==> config.mk <==
export PLATFORM = sky130hd
export DESIGN_NAME = artemis_clk_supervisor
export DESIGN_NICKNAME = d
export VERILOG_FILES = /design/src/rtl/artemis_clk_pkg.sv /design/src/rtl/artemis_sync2.sv /design/src/rtl/artemis_clk_supervisor.sv
export SDC_FILE = /design/constraint.sdc
export NUM_CORES = 1
export LEC_CHECK = 0
export ABC_AREA = 1
export CORE_UTILIZATION = 40
export DETAILED_ROUTE_END_ITERATION = 8
export PLACE_DENSITY = 0.67
export SETUP_SLACK_MARGIN = 0.4
export SYNTH_ARGS = -nofsm -noshare
export SYNTH_HDL_FRONTEND = slang
export SYNTH_SLANG_ARGS = --single-unit
==> constraint.sdc <==
create_clock -name clk -period 1.8 [get_ports clk]
set_input_delay 0.45 -clock clk [delete_from_list [all_inputs] [get_ports clk]]
set_output_delay 0.45 -clock clk [all_outputs]
set_load 0.02 [all_outputs]
==> src/rtl/artemis_clk_pkg.sv <==
// artemis_clk_pkg: shared state encoding and default timing constants for the clock supervisor
package artemis_clk_pkg;
  typedef enum logic [2:0] {
    ST_PLL_RST   = 3'd0,
    ST_WAIT_LOCK = 3'd1,
    ST_STABLE    = 3'd2,
    ST_RUN       = 3'd3,
    ST_FAIL      = 3'd4
  } state_t;
  localparam int DEF_PLL_RST_CYCLES = 16;
  localparam int DEF_STABLE_CYCLES  = 1024;
  localparam int DEF_LOCK_TIMEOUT   = 65535;
  localparam int DEF_MAX_RETRIES    = 7;
  function automatic int cnt_w(input int n);
    return n < 1 ? 1 : $clog2(n + 1);
  endfunction
endpackage

==> src/rtl/artemis_sync2.sv <==
// artemis_sync2: two-flop synchronizer for a single asynchronous level
module artemis_sync2 (
  input  logic clk,
  input  logic rst_n,
  input  logic d,
  output logic q
);
  logic s1;
  always_ff @(posedge clk or negedge rst_n)
    if (!rst_n) {q, s1} <= 2'b00;
    else        {q, s1} <= {s1, d};
endmodule

==> src/rtl/artemis_clk_supervisor.sv <==
// artemis_clk_supervisor: PLL reset sequencing, lock qualification, retry/timeout and system reset release
module artemis_clk_supervisor
  import artemis_clk_pkg::*;
#(
  parameter int PLL_RST_CYCLES = DEF_PLL_RST_CYCLES,
  parameter int STABLE_CYCLES  = DEF_STABLE_CYCLES,
  parameter int LOCK_TIMEOUT   = DEF_LOCK_TIMEOUT,
  parameter int MAX_RETRIES    = DEF_MAX_RETRIES
) (
  input  logic       clk,
  input  logic       rst_n,
  input  logic       pll_locked,
  input  logic       soft_rst_req,
  output logic       pll_rst,
  output logic       sys_rst,
  output logic       ready,
  output logic       timeout_err,
  output logic [7:0] lock_lost_count,
  output logic [2:0] state
);
  localparam int RW = cnt_w(PLL_RST_CYCLES);
  localparam int TW = cnt_w(LOCK_TIMEOUT);
  localparam int SW = cnt_w(STABLE_CYCLES);
  localparam int YW = cnt_w(MAX_RETRIES);
  state_t st, nxt;
  logic locked_s, entry, lost;
  logic [RW-1:0] rst_cnt;
  logic [TW-1:0] to_cnt;
  logic [SW-1:0] stb_cnt;
  logic [YW-1:0] retry_cnt;
  artemis_sync2 u_sync (.clk(clk), .rst_n(rst_n), .d(pll_locked), .q(locked_s));
  assign state = st;
  always_comb begin
    nxt = st;
    unique case (st)
      ST_PLL_RST:   nxt = rst_cnt == RW'(PLL_RST_CYCLES - 1) ? ST_WAIT_LOCK : ST_PLL_RST;
      ST_WAIT_LOCK: nxt = locked_s ? ST_STABLE
                        : to_cnt != TW'(LOCK_TIMEOUT - 1) ? ST_WAIT_LOCK
                        : retry_cnt == YW'(MAX_RETRIES) ? ST_FAIL : ST_PLL_RST;
      ST_STABLE:    nxt = !locked_s ? ST_WAIT_LOCK
                        : stb_cnt == SW'(STABLE_CYCLES - 1) ? ST_RUN : ST_STABLE;
      ST_RUN:       nxt = (!locked_s || soft_rst_req) ? ST_PLL_RST : ST_RUN;
      ST_FAIL:      nxt = ST_FAIL;
      default:      nxt = ST_PLL_RST;
    endcase
    entry = nxt != st;
    lost  = st == ST_RUN && !locked_s;
  end
  // Outputs are registered from the next state so they change in the first cycle of that state.
  always_ff @(posedge clk or negedge rst_n) begin
    if (!rst_n) begin
      st              <= ST_PLL_RST;
      rst_cnt         <= '0;
      to_cnt          <= '0;
      stb_cnt         <= '0;
      retry_cnt       <= '0;
      pll_rst         <= 1'b1;
      sys_rst         <= 1'b1;
      ready           <= 1'b0;
      timeout_err     <= 1'b0;
      lock_lost_count <= '0;
    end else begin
      st              <= nxt;
      rst_cnt         <= (entry || st != ST_PLL_RST) ? '0 : rst_cnt + 1'b1;
      to_cnt          <= (entry || st != ST_WAIT_LOCK) ? '0 : to_cnt + 1'b1;
      stb_cnt         <= (entry || st != ST_STABLE) ? '0 : stb_cnt + 1'b1;
      retry_cnt       <= st == ST_RUN ? '0
                       : (st == ST_WAIT_LOCK && nxt == ST_PLL_RST) ? retry_cnt + 1'b1 : retry_cnt;
      pll_rst         <= nxt == ST_PLL_RST || nxt == ST_FAIL;
      sys_rst         <= nxt != ST_RUN;
      ready           <= nxt == ST_RUN;
      timeout_err     <= timeout_err || nxt == ST_FAIL;
      lock_lost_count <= (lost && lock_lost_count != 8'hFF) ? lock_lost_count + 8'd1 : lock_lost_count;
    end
  end
endmodule

; ---- Word level (Yosys, flattened, before mapping)
; Cells that the tools add are included.
[op_classes]
addsub = 5
eq_ne = 15
mux = 13
reduce_logical = 14
[op_table]
columns = op, n
row1 = $add A16 B1 Y16 const B, 1
row2 = $mux W16, 1
row3 = $ne A16 B16 Y1 const B, 1
row4 = $mux W3, 5
row5 = $pmux W3 S5, 1
row6 = $add A11 B1 Y11 const B, 1
row7 = $eq A11 B10 Y1 const B, 1
row8 = $mux W11, 1
row9 = $eq A3 B2 Y1 const B, 3
row10 = $eq A3 B3 Y1 const B, 3
row11 = $add A8 B1 Y8 const B, 1
row12 = $ne A8 B8 Y1 const B, 1
row13 = $logic_not A3 Y1, 2
row14 = $logic_or A1 B1 Y1, 6
row15 = $ne A3 B2 Y1 const B, 2
row16 = $add A5 B1 Y5 const B, 1
row17 = $eq A5 B4 Y1 const B, 1
row18 = $mux W5, 1
row19 = $mux W2, 2
row20 = $add A3 B1 Y3 const B, 1
row21 = $eq A3 B1 Y1 const B, 1
row22 = $logic_and A1 B1 Y1, 3
row23 = $ne A3 B1 Y1 const B, 1
row24 = $ne A3 B3 Y1, 1
row25 = 4 further kinds, 5
[word_totals]
ff_bits = 52
elab_cells = 59

; ---- Longest topological paths before layout
; Gate-level depths: netlist of the first run.
[depth]
word_depth = 9
mapped_depth = 11

; ---- Modules after synthesis
; From an unflattened synthesis of the first run, not the netlist that was laid out.
[hier_totals]
cells_unflattened = 292
hier_area_um2 = 2642.5
[modules_own_cells]
columns = mod, n_inst, cells_per_inst, area_each_um2, seq_area_each_um2
row1 = artemis_clk_supervisor, 1, 290, 2592.5, 1253.7
row2 = artemis_sync2, 1, 2, 50.0, 50.0

; ---- Worst setup path before layout of the first run
; No wires, ideal clock.
[synth_timing]
path_type = reg2reg
from = register rst_cnt[0]
to = register stb_cnt[8]
setup_ns = 0.121
arrival_time_ns = 1.592
slack_ns = 0.088
path_stages_with_launch = 11
path_buffers = 1
cell_sequence = dfrtp_1 ha_1 and3_1 ha_1 nand3_1 nand2_1 inv_1 nand4_1 nand4_2 buf_6 nor2_2
[synth_between]
elab_chain_len = 6
[synth_rtl]
columns = item, line
row1 = start: declaration, artemis_clk_supervisor.sv:27  ; logic [RW-1:0] rst_cnt;
row2 = start signal: assignment, artemis_clk_supervisor.sv:64  ; rst_cnt <= (entry || st != ST_PLL_RST) ? '0 : rst_cnt + 1'b1;
row3 = $eq A5 B4 Y1, artemis_clk_supervisor.sv:36  ; ST_PLL_RST: nxt = rst_cnt == RW'(PLL_RST_CYCLES - 1) ? ST_WAIT_LOCK : ST_PLL_RST;
row4 = $mux W1, artemis_clk_supervisor.sv:36
row5 = $pmux W3 S5, artemis_clk_supervisor.sv:35  ; unique case (st)
row6 = $ne A3 B3 Y1, artemis_clk_supervisor.sv:46  ; entry = nxt != st;
row7 = $logic_or A1 B1 Y1, artemis_clk_supervisor.sv:66  ; stb_cnt <= (entry || st != ST_STABLE) ? '0 : stb_cnt + 1'b1;
row8 = $mux W11, artemis_clk_supervisor.sv:66
row9 = end signal: assignment, artemis_clk_supervisor.sv:66
row10 = end: declaration, artemis_clk_supervisor.sv:29  ; logic [SW-1:0] stb_cnt;
; No other way between the ends.
; A chain may end at the register's enable or synchronous reset.

; ---- Worst setup path after layout of the first run
[layout_timing]
from = register to_cnt[0]
to = register stb_cnt[1]
[layout_between]
elab_chain_len = 7
[layout_rtl]
columns = item, line
row1 = start: declaration, artemis_clk_supervisor.sv:28  ; logic [TW-1:0] to_cnt;
row2 = start signal: assignment, artemis_clk_supervisor.sv:65  ; to_cnt <= (entry || st != ST_WAIT_LOCK) ? '0 : to_cnt + 1'b1;
row3 = $ne A16 B16 Y1, artemis_clk_supervisor.sv:38  ; : to_cnt != TW'(LOCK_TIMEOUT - 1) ? ST_WAIT_LOCK
row4 = $mux W3, artemis_clk_supervisor.sv:38
row5 = $mux W3, artemis_clk_supervisor.sv:37  ; ST_WAIT_LOCK: nxt = locked_s ? ST_STABLE
row6 = $pmux W3 S5, artemis_clk_supervisor.sv:35
row7 = net nxt[0], artemis_clk_supervisor.sv:25  ; state_t st, nxt;
row8 = $ne A3 B3 Y1, artemis_clk_supervisor.sv:46
row9 = $logic_or A1 B1 Y1, artemis_clk_supervisor.sv:66
row10 = $mux W11, artemis_clk_supervisor.sv:66
; The timed path passes the listed nets, and every way through them passes these cells.

==> results of run 1 <==
[path summary, 6_finish.rpt]
path	from	endpoint	cells past startpoint	slack (ns)
setup / recovery	to_cnt[0]	stb_cnt[1]	11	0.004
hold / removal	rst_n	state[0]	1	0.08
setup reg to reg	to_cnt[0]	stb_cnt[1]	11	0.004
hold reg to reg	u_sync.s1	u_sync.q	0	0.36
max in group asynchronous	rst_n	state[1]	2	1.13
min in group clk	u_sync.s1	u_sync.q	0	0.36
[stage by stage]
step                area (µm²)  setup slack [ns]  total power, mW  setup TNS, ns
floorplan                 2550             0.177             2.17              0
global placement          2890           -0.0214             2.51         -0.159
detailed placement        2890           -0.0593             2.54         -0.563
CTS                       3300            0.0445             3.53              0
global route              3620           -0.0732             4.11         -0.850
finish                    3620           0.00444             3.88              0
[power groups by stage]
stage               sequential [mW]  clock (mW)  combinational, mW
detailed placement             1.49           0               1.06
floorplan                      1.52           0              0.657
finish                         1.46       0.676               1.74
global placement               1.48           0               1.03
CTS                            1.45       0.683               1.40
global route                   1.48       0.736               1.90
[final cells by class]
class | count | share of cell area
inverter | 28 | 0.0297
timing repair buffer | 67 | 0.163
clock buffer | 6 | 0.0200
tap | 75 | 0.0259
clock inverter | 2 | 0.00449
multi-input combinational | 191 | 0.394
sequential | 52 | 0.363
[routing by layer]
| metal | GRT usage | routed length [µm] | up-vias |
|---|---|---|---|
| li1 | - | - | 1016 |
| met3 | 0.0438 | 165 | 9 |
| met1 | 0.210 | 2450 | 989 |
| met4 | 0.0696 | 110 | 0 |
| met2 | 0.302 | 3000 | 30 |
| met5 | 0 | 0 | - |
[synth_stat cells (all sizes together), types with 2 or more instances]
cell type | n | area share
a21oi | 3 | 0.0060
dfrtp | 50 | 0.50
dfstp | 2 | 0.021
ha | 8 | 0.040
inv | 28 | 0.042
nand2 | 50 | 0.078
nand3 | 22 | 0.049
nand4 | 8 | 0.022
nor2 | 56 | 0.10
nor3 | 7 | 0.016
nor3b | 4 | 0.012
o21ai | 3 | 0.010
or2 | 2 | 0.0050
xnor2 | 14 | 0.049
xor2 | 8 | 0.028
[registers in the layout (all words and copies together), names as in the netlist]
name,cells
to_cnt,16
stb_cnt,11
lock_lost_count,8
rst_cnt,5
retry_cnt,3
state,3
pll_rst,1
ready,1
sys_rst,1
timeout_err,1
u_sync.q,1
u_sync.s1,1
[worst max-delay path, cell delays in order (launching register included)]
cell       delay (ns)
dfrtp_1          0.42
inv_1            0.09
ha_2             0.18
nand2_2          0.06
nor2_1           0.09
nand2_1          0.08
o21ai_4          0.18
nand3_4          0.13
nand2_4          0.10
nand4_4          0.13
clkbuf_16        0.21
nor2_4           0.07
[cell families (layout without fill, tap and decap cells)]
logic type,count (synthesis),in the layout,synth area share
DFF,52,52,0.520
xor gates and xnor gates,22,22,0.0769
AOI/OAI and AO/OA,9,9,0.0250
buffers and inverters,30,103,0.0479
and+or+nand+nor,152,152,0.290
adders and majority gates,8,8,0.0399
[timing repair]
item,CTS,global route
pin swaps,14,24
buffers inserted,23,17
resized for setup,105,56
endpoints found under the setup margin,59,54
cloned,1,0
==> impl_metrics.csv, run 1 <==
group,metric,value,unit
status,status,"finished clean",
power_and_ir_drop,pwr-share-clk,0.174,
clocking,cts.sink_count,52,
floorplanning,core-area,0.00599,mm²
timing,finalSetupViolCount,0,
floorplanning,die_y,81.2,µm
final_layout,fin_nets,357,
power_and_ir_drop,peakVddDrop,0.000661,V
timing,grt_setup_unrepaired,"yes",
route,vias,2044,
global_routing,grt_overflow,0,
yosys,synth-seq-cells,52,
final_layout,drive_gt1_frac,0.454,
worst_setup_path,arrival,2.05,ns
placement,post-place-cells,372,
yosys,synth-edff-count,0,
final_layout,ff_latch_area,0.00131,mm²
timing,slew_headroom,0.693,
floorplanning,row_count,28,
floorplanning,die_x,81.2,µm
hold_path,hold_path.class,"input port to asynchronous set/reset pin",
final_layout,diodes,0,
final_layout,multi_input_area,0.00143,mm²
clocking,hold_buffers,0,
yosys,syn_inst,273,
route,initialDrtViolationCount,114,
clocking,clkTransAtPathRegs,0.10,ns
placement,io_buffers,18,
route,viasPerCell,4.86,
clocking,cts_buffers,5,
power_and_ir_drop,switching_share,0.363,
floorplanning,ioPinCount,19,
yosys,async_flop_share,1.00,
yosys,avgSynthCellArea,9.18,µm²
final_layout,final_core_util,0.604,
power_and_ir_drop,combPwrFrac,0.450,
flow_run,cap_viol_max_count,0,
timing,slew_violations,0,
yosys,syn_area,0.00251,mm²
power_and_ir_drop,power-per-cell-area,1070,mW/mm²
final_layout,fin_cells,421,
clocking,clock-root-buffer,"clkbuf_8",
floorplanning,start_util,0.418,
power_and_ir_drop,p_sw,1.41,mW
route,ant_nets,0,
timing,worstMarginPinSlew,0.461,ns
worst_setup_path,end_kind,"register",
timing,holdWs,0.0779,ns
final_layout,final_cell_mix,"42 x dfrtp_1, 36 x nand2_1, 35 x buf_4, 32 x nor2_1, 23 x inv_1",
yosys,ys.warnings.count,0,
yosys,synth_seq_area_share,0.520,
final_layout,mostFrequentLayoutCell,"dfrtp_1",
timing,period_minus_slack,1.80,ns
timing,hold_viol,0,
power_and_ir_drop,leakagePower,1.62,nW
worst_setup_path,required,2.05,ns
global_routing,grt_first_pass_wirelength,8540,µm
floorplanning,die_area,0.00659,mm²
route,drc,0,
final_layout,num-fill-cells,483,
route,wl_per_cell,13.6,µm
global_routing,antenna_found_initial,0,
power_and_ir_drop,p_int,2.47,mW
yosys,synthFlopType,"dfrtp_1",
global_routing,grt_usage,0.176,
placement,place_hpwl,3250,µm
yosys,syn-num-nets,285,
yosys,ys_types,30,
worst_setup_path,startpoint_type,"register",
route,postRouteWirelength,5720,µm
worst_setup_path,critPathKind,"register to register",
global_routing,grt_max_degree,20,
power_and_ir_drop,seqPwrFrac,0.376,
clocking,cts_tree,"built",
clocking,cts.path.max_buffers,2,
worst_setup_path,crit_path_max_fanout,5,
placement,gp_routability_congestion,0.797,
timing,timing.final.crit_share,0.998,
clocking,clk_latency,0.31,ns
clocking,h-tree-depth,2,
final_layout,syn2layout_area_growth,44.4,%
timing,skew,0.0125,ns
route,first_pass_iters,6,
timing,fmax,557,MHz
global_routing,grt_pass1_vias,1962,
No activity file was read; power rests on OpenSTA's default activity.
==> run 2, diff against run 1 <==
clock period = 1.55 ns   (was 1.8 ns; I/O delays follow)
==> run 2 against run 1 <==
The flow now finishes with violations (setup timing). Combinational power grew 15%. Global-route usage grew 0.48 points. Wire length grew 2.8%. Core utilization grew 5.7 points. Register-to-register slack lost 0.20 ns. Fmax grew 2.7%. Die area is the same. Non-clock buffer count grew 14. Power grew 17%. Sequential share of layout area shrank 3.1 points. Sequential power grew 17%. Clock power grew 22%. Critical endpoint is now stb_cnt[9]. Largest cell class unchanged.
==> impl_metrics.csv, run 2 (same netlist as run 1, synthesis figures left out) <==
group,metric,value,unit
timing,timing.final.crit_share,1.13,
final_layout,drive_gt1_frac,0.525,
power_and_ir_drop,power-per-cell-area,1150,mW/mm²
global_routing,grt_first_pass_wirelength,8920,µm
timing,hold_viol,0,
final_layout,largest_register,"to_cnt",
placement,place_hpwl,3240,µm
worst_setup_path,critPathKind,"register to register",
global_routing,grt_max_degree,53,
worst_setup_path,arrival,1.95,ns
timing,slew_violations,0,
power_and_ir_drop,leakagePower,1.81,nW
timing,slew_headroom,0.686,
clocking,clkTransAtPathRegs,0.10,ns
final_layout,largest_reg_flops,16,
final_layout,diodes,0,
worst_setup_path,worstPathCellList,"nand2_1 -> nor2_1 -> nand2_1 -> o21ai_4 -> nand4_1 -> nand4_4 -> clkbuf_16 -> nor2_2",
final_layout,mostFrequentLayoutCell,"dfrtp_1",
worst_setup_path,path_depth,8,
global_routing,antenna_found_initial,0,
route,met1_length,2610,µm
timing,skew,0.0114,ns
worst_setup_path,required,1.75,ns
route,postRouteWirelength,5880,µm
placement,gp_routability_congestion,0.800,
clocking,clock-root-buffer,"clkbuf_8",
global_routing,grt_overflow,0,
worst_setup_path,startpoint_type,"register",
worst_setup_path,end_kind,"register",
floorplanning,die_y,81.2,µm
clocking,cts.sink_count,52,
floorplanning,core-area,0.00599,mm²
power_and_ir_drop,peakVddDrop,0.00101,V
worst_setup_path,r2r_cells,8,
status,violations,"setup timing",
route,first_pass_iters,4,
route,wl_per_cell,13.5,µm
clocking,h-tree-depth,2,
route,wl_met3,181,µm
timing,holdWs,0.0408,ns
worst_setup_path,crit_buf_inv,1,
flow_run,cap_viol_max_count,0,
timing,finalSetupViolCount,33,
worst_setup_path,endpoint,"stb_cnt[9]",
clocking,cts_buffers,5,
final_layout,fin_nets,371,
timing,grt_setup_unrepaired,"yes",
global_routing,grt_pass1_vias,2025,
route,vias,2136,
placement,io_buffers,18,
worst_setup_path,worst_path_most_repeated_cell,"nand2_1",
final_layout,final_cell_mix,"43 x dfrtp_1, 38 x buf_4, 36 x buf_6, 33 x nand2_1, 30 x nor2_1",
worst_setup_path,crit_path_max_fanout,5,
floorplanning,die_area,0.00659,mm²
status,status,"complete, but fails checks",
power_and_ir_drop,power,4.54,mW
floorplanning,start_util,0.418,
route,wl_met2,2970,µm
final_layout,syn2layout_area_growth,58.0,%
timing,worstMarginPinSlew,0.471,ns
final_layout,final_core_util,0.661,
worst_setup_path,r2r-end,"stb_cnt[9]",
timing,fin_ws,-0.198,ns
route,viasPerCell,4.91,
clocking,cts_tree,"built",
worst_setup_path,timing.critical_path.from,"to_cnt[2]",
hold_path,hold_path.class,"input port to asynchronous set/reset pin",
floorplanning,ioPinCount,19,
route,ant_nets,0,
global_routing,grt_usage,0.180,
route,highest_layer,"met4",
final_layout,largest_registers,"to_cnt: 16 flops, stb_cnt: 11 flops, lock_lost_count: 8 flops",
timing,period_minus_slack,1.75,ns
floorplanning,die_x,81.2,µm
worst_setup_path,cp_slowest_cell,"dfrtp_1",
floorplanning,row_count,28,
worst_setup_path,crit_family,"simple AND/OR/NAND/NOR gates",
worst_setup_path,max_stage_delay,0.49,ns
worst_setup_path,regToRegStartpoint,"to_cnt[2]",
worst_setup_path,rrSetupSlack,-0.20,ns
clocking,cts.path.max_buffers,2,
route,initialDrtViolationCount,78,
timing,fmax,572,MHz
clocking,clk_latency,0.31,ns
route,drc,0,
==> run 2: changes by cell type in the layout (fill, tap and decap cells not counted), moves of 4 or more <==
cell / change
buf_6: +19
xnor2_2: +4
nand2_4: +6
xnor2_1: -4
nor2_2: +4
buf_2: -9
==> run 2: layout make-up <==
type	instances	area [µm²]
tap	75	93.8
timing repair buffer	81	796
inverter	28	115
clock buffer	5	68.8
fill	421	2030
clock inverter	3	26.3
multi-input combinational	191	1550
sequential	52	1310
==> run 2: stage by stage <==
stage | TNS (ns) | std cells | instance area, µm² | setup WS [ns]
finish | -4.00 | 435 | 3960 | -0.198
global route | -7.27 | 435 | 3960 | -0.304
CTS | -3.66 | 425 | 3590 | -0.195
detailed placement | -3.99 | 392 | 3070 | -0.230
global placement | -3.58 | 392 | 3070 | -0.205
floorplan | -0.775 | 273 | 2580 | -0.0730
==> run 2: routing by layer <==
metal / vias up / track usage
li1: 1045 / -
met1: 1046 / 0.238
met2: 35 / 0.292
met3: 10 / 0.0371
met4: 0 / 0.0679
met5: - / 0
==> run 2: timing repair <==
action / 4_1_cts / 5_1_grt
hold buffers: 0 / 0
gates cloned: 0 / 1
pin swaps: 22 / 27
resized for setup: 148 / 60
buffers inserted: 25 / 9
setup endpoints to repair: 64 / 65
==> run 2: how the worst min path moves through the flow <==
stage / startpoint / end / slack (ns) / cells past startpoint
after floorplan: rst_n / lock_lost_count[0] / 0.09 / 0
after global routing: rst_n / to_cnt[11] / 0.07 / 2
after global placement: u_sync.s1 / u_sync.q / 0.33 / 0
after detailed placement: u_sync.s1 / u_sync.q / 0.34 / 0
after CTS: rst_n / to_cnt[10] / 0.05 / 2
final: rst_n / to_cnt[8] / 0.04 / 2
==> run 2: worst register-to-register path: stages, from the launching register on <==
cell and delay, ns:
dfrtp_1 0.49, nand2_1 0.15, nor2_1 0.12, nand2_1 0.10, o21ai_4 0.21, nand4_1 0.21, nand4_4 0.15, clkbuf_16 0.18
nor2_2 0.04
==> run 2: power breakdown <==
| group | internal [mW] | switching [mW] |
|---|---|---|
| Sequential | 1.54 | 0.170 |
| Combinational | 0.972 | 1.03 |
| Clock | 0.333 | 0.494 |
| Total | 2.85 | 1.69 |
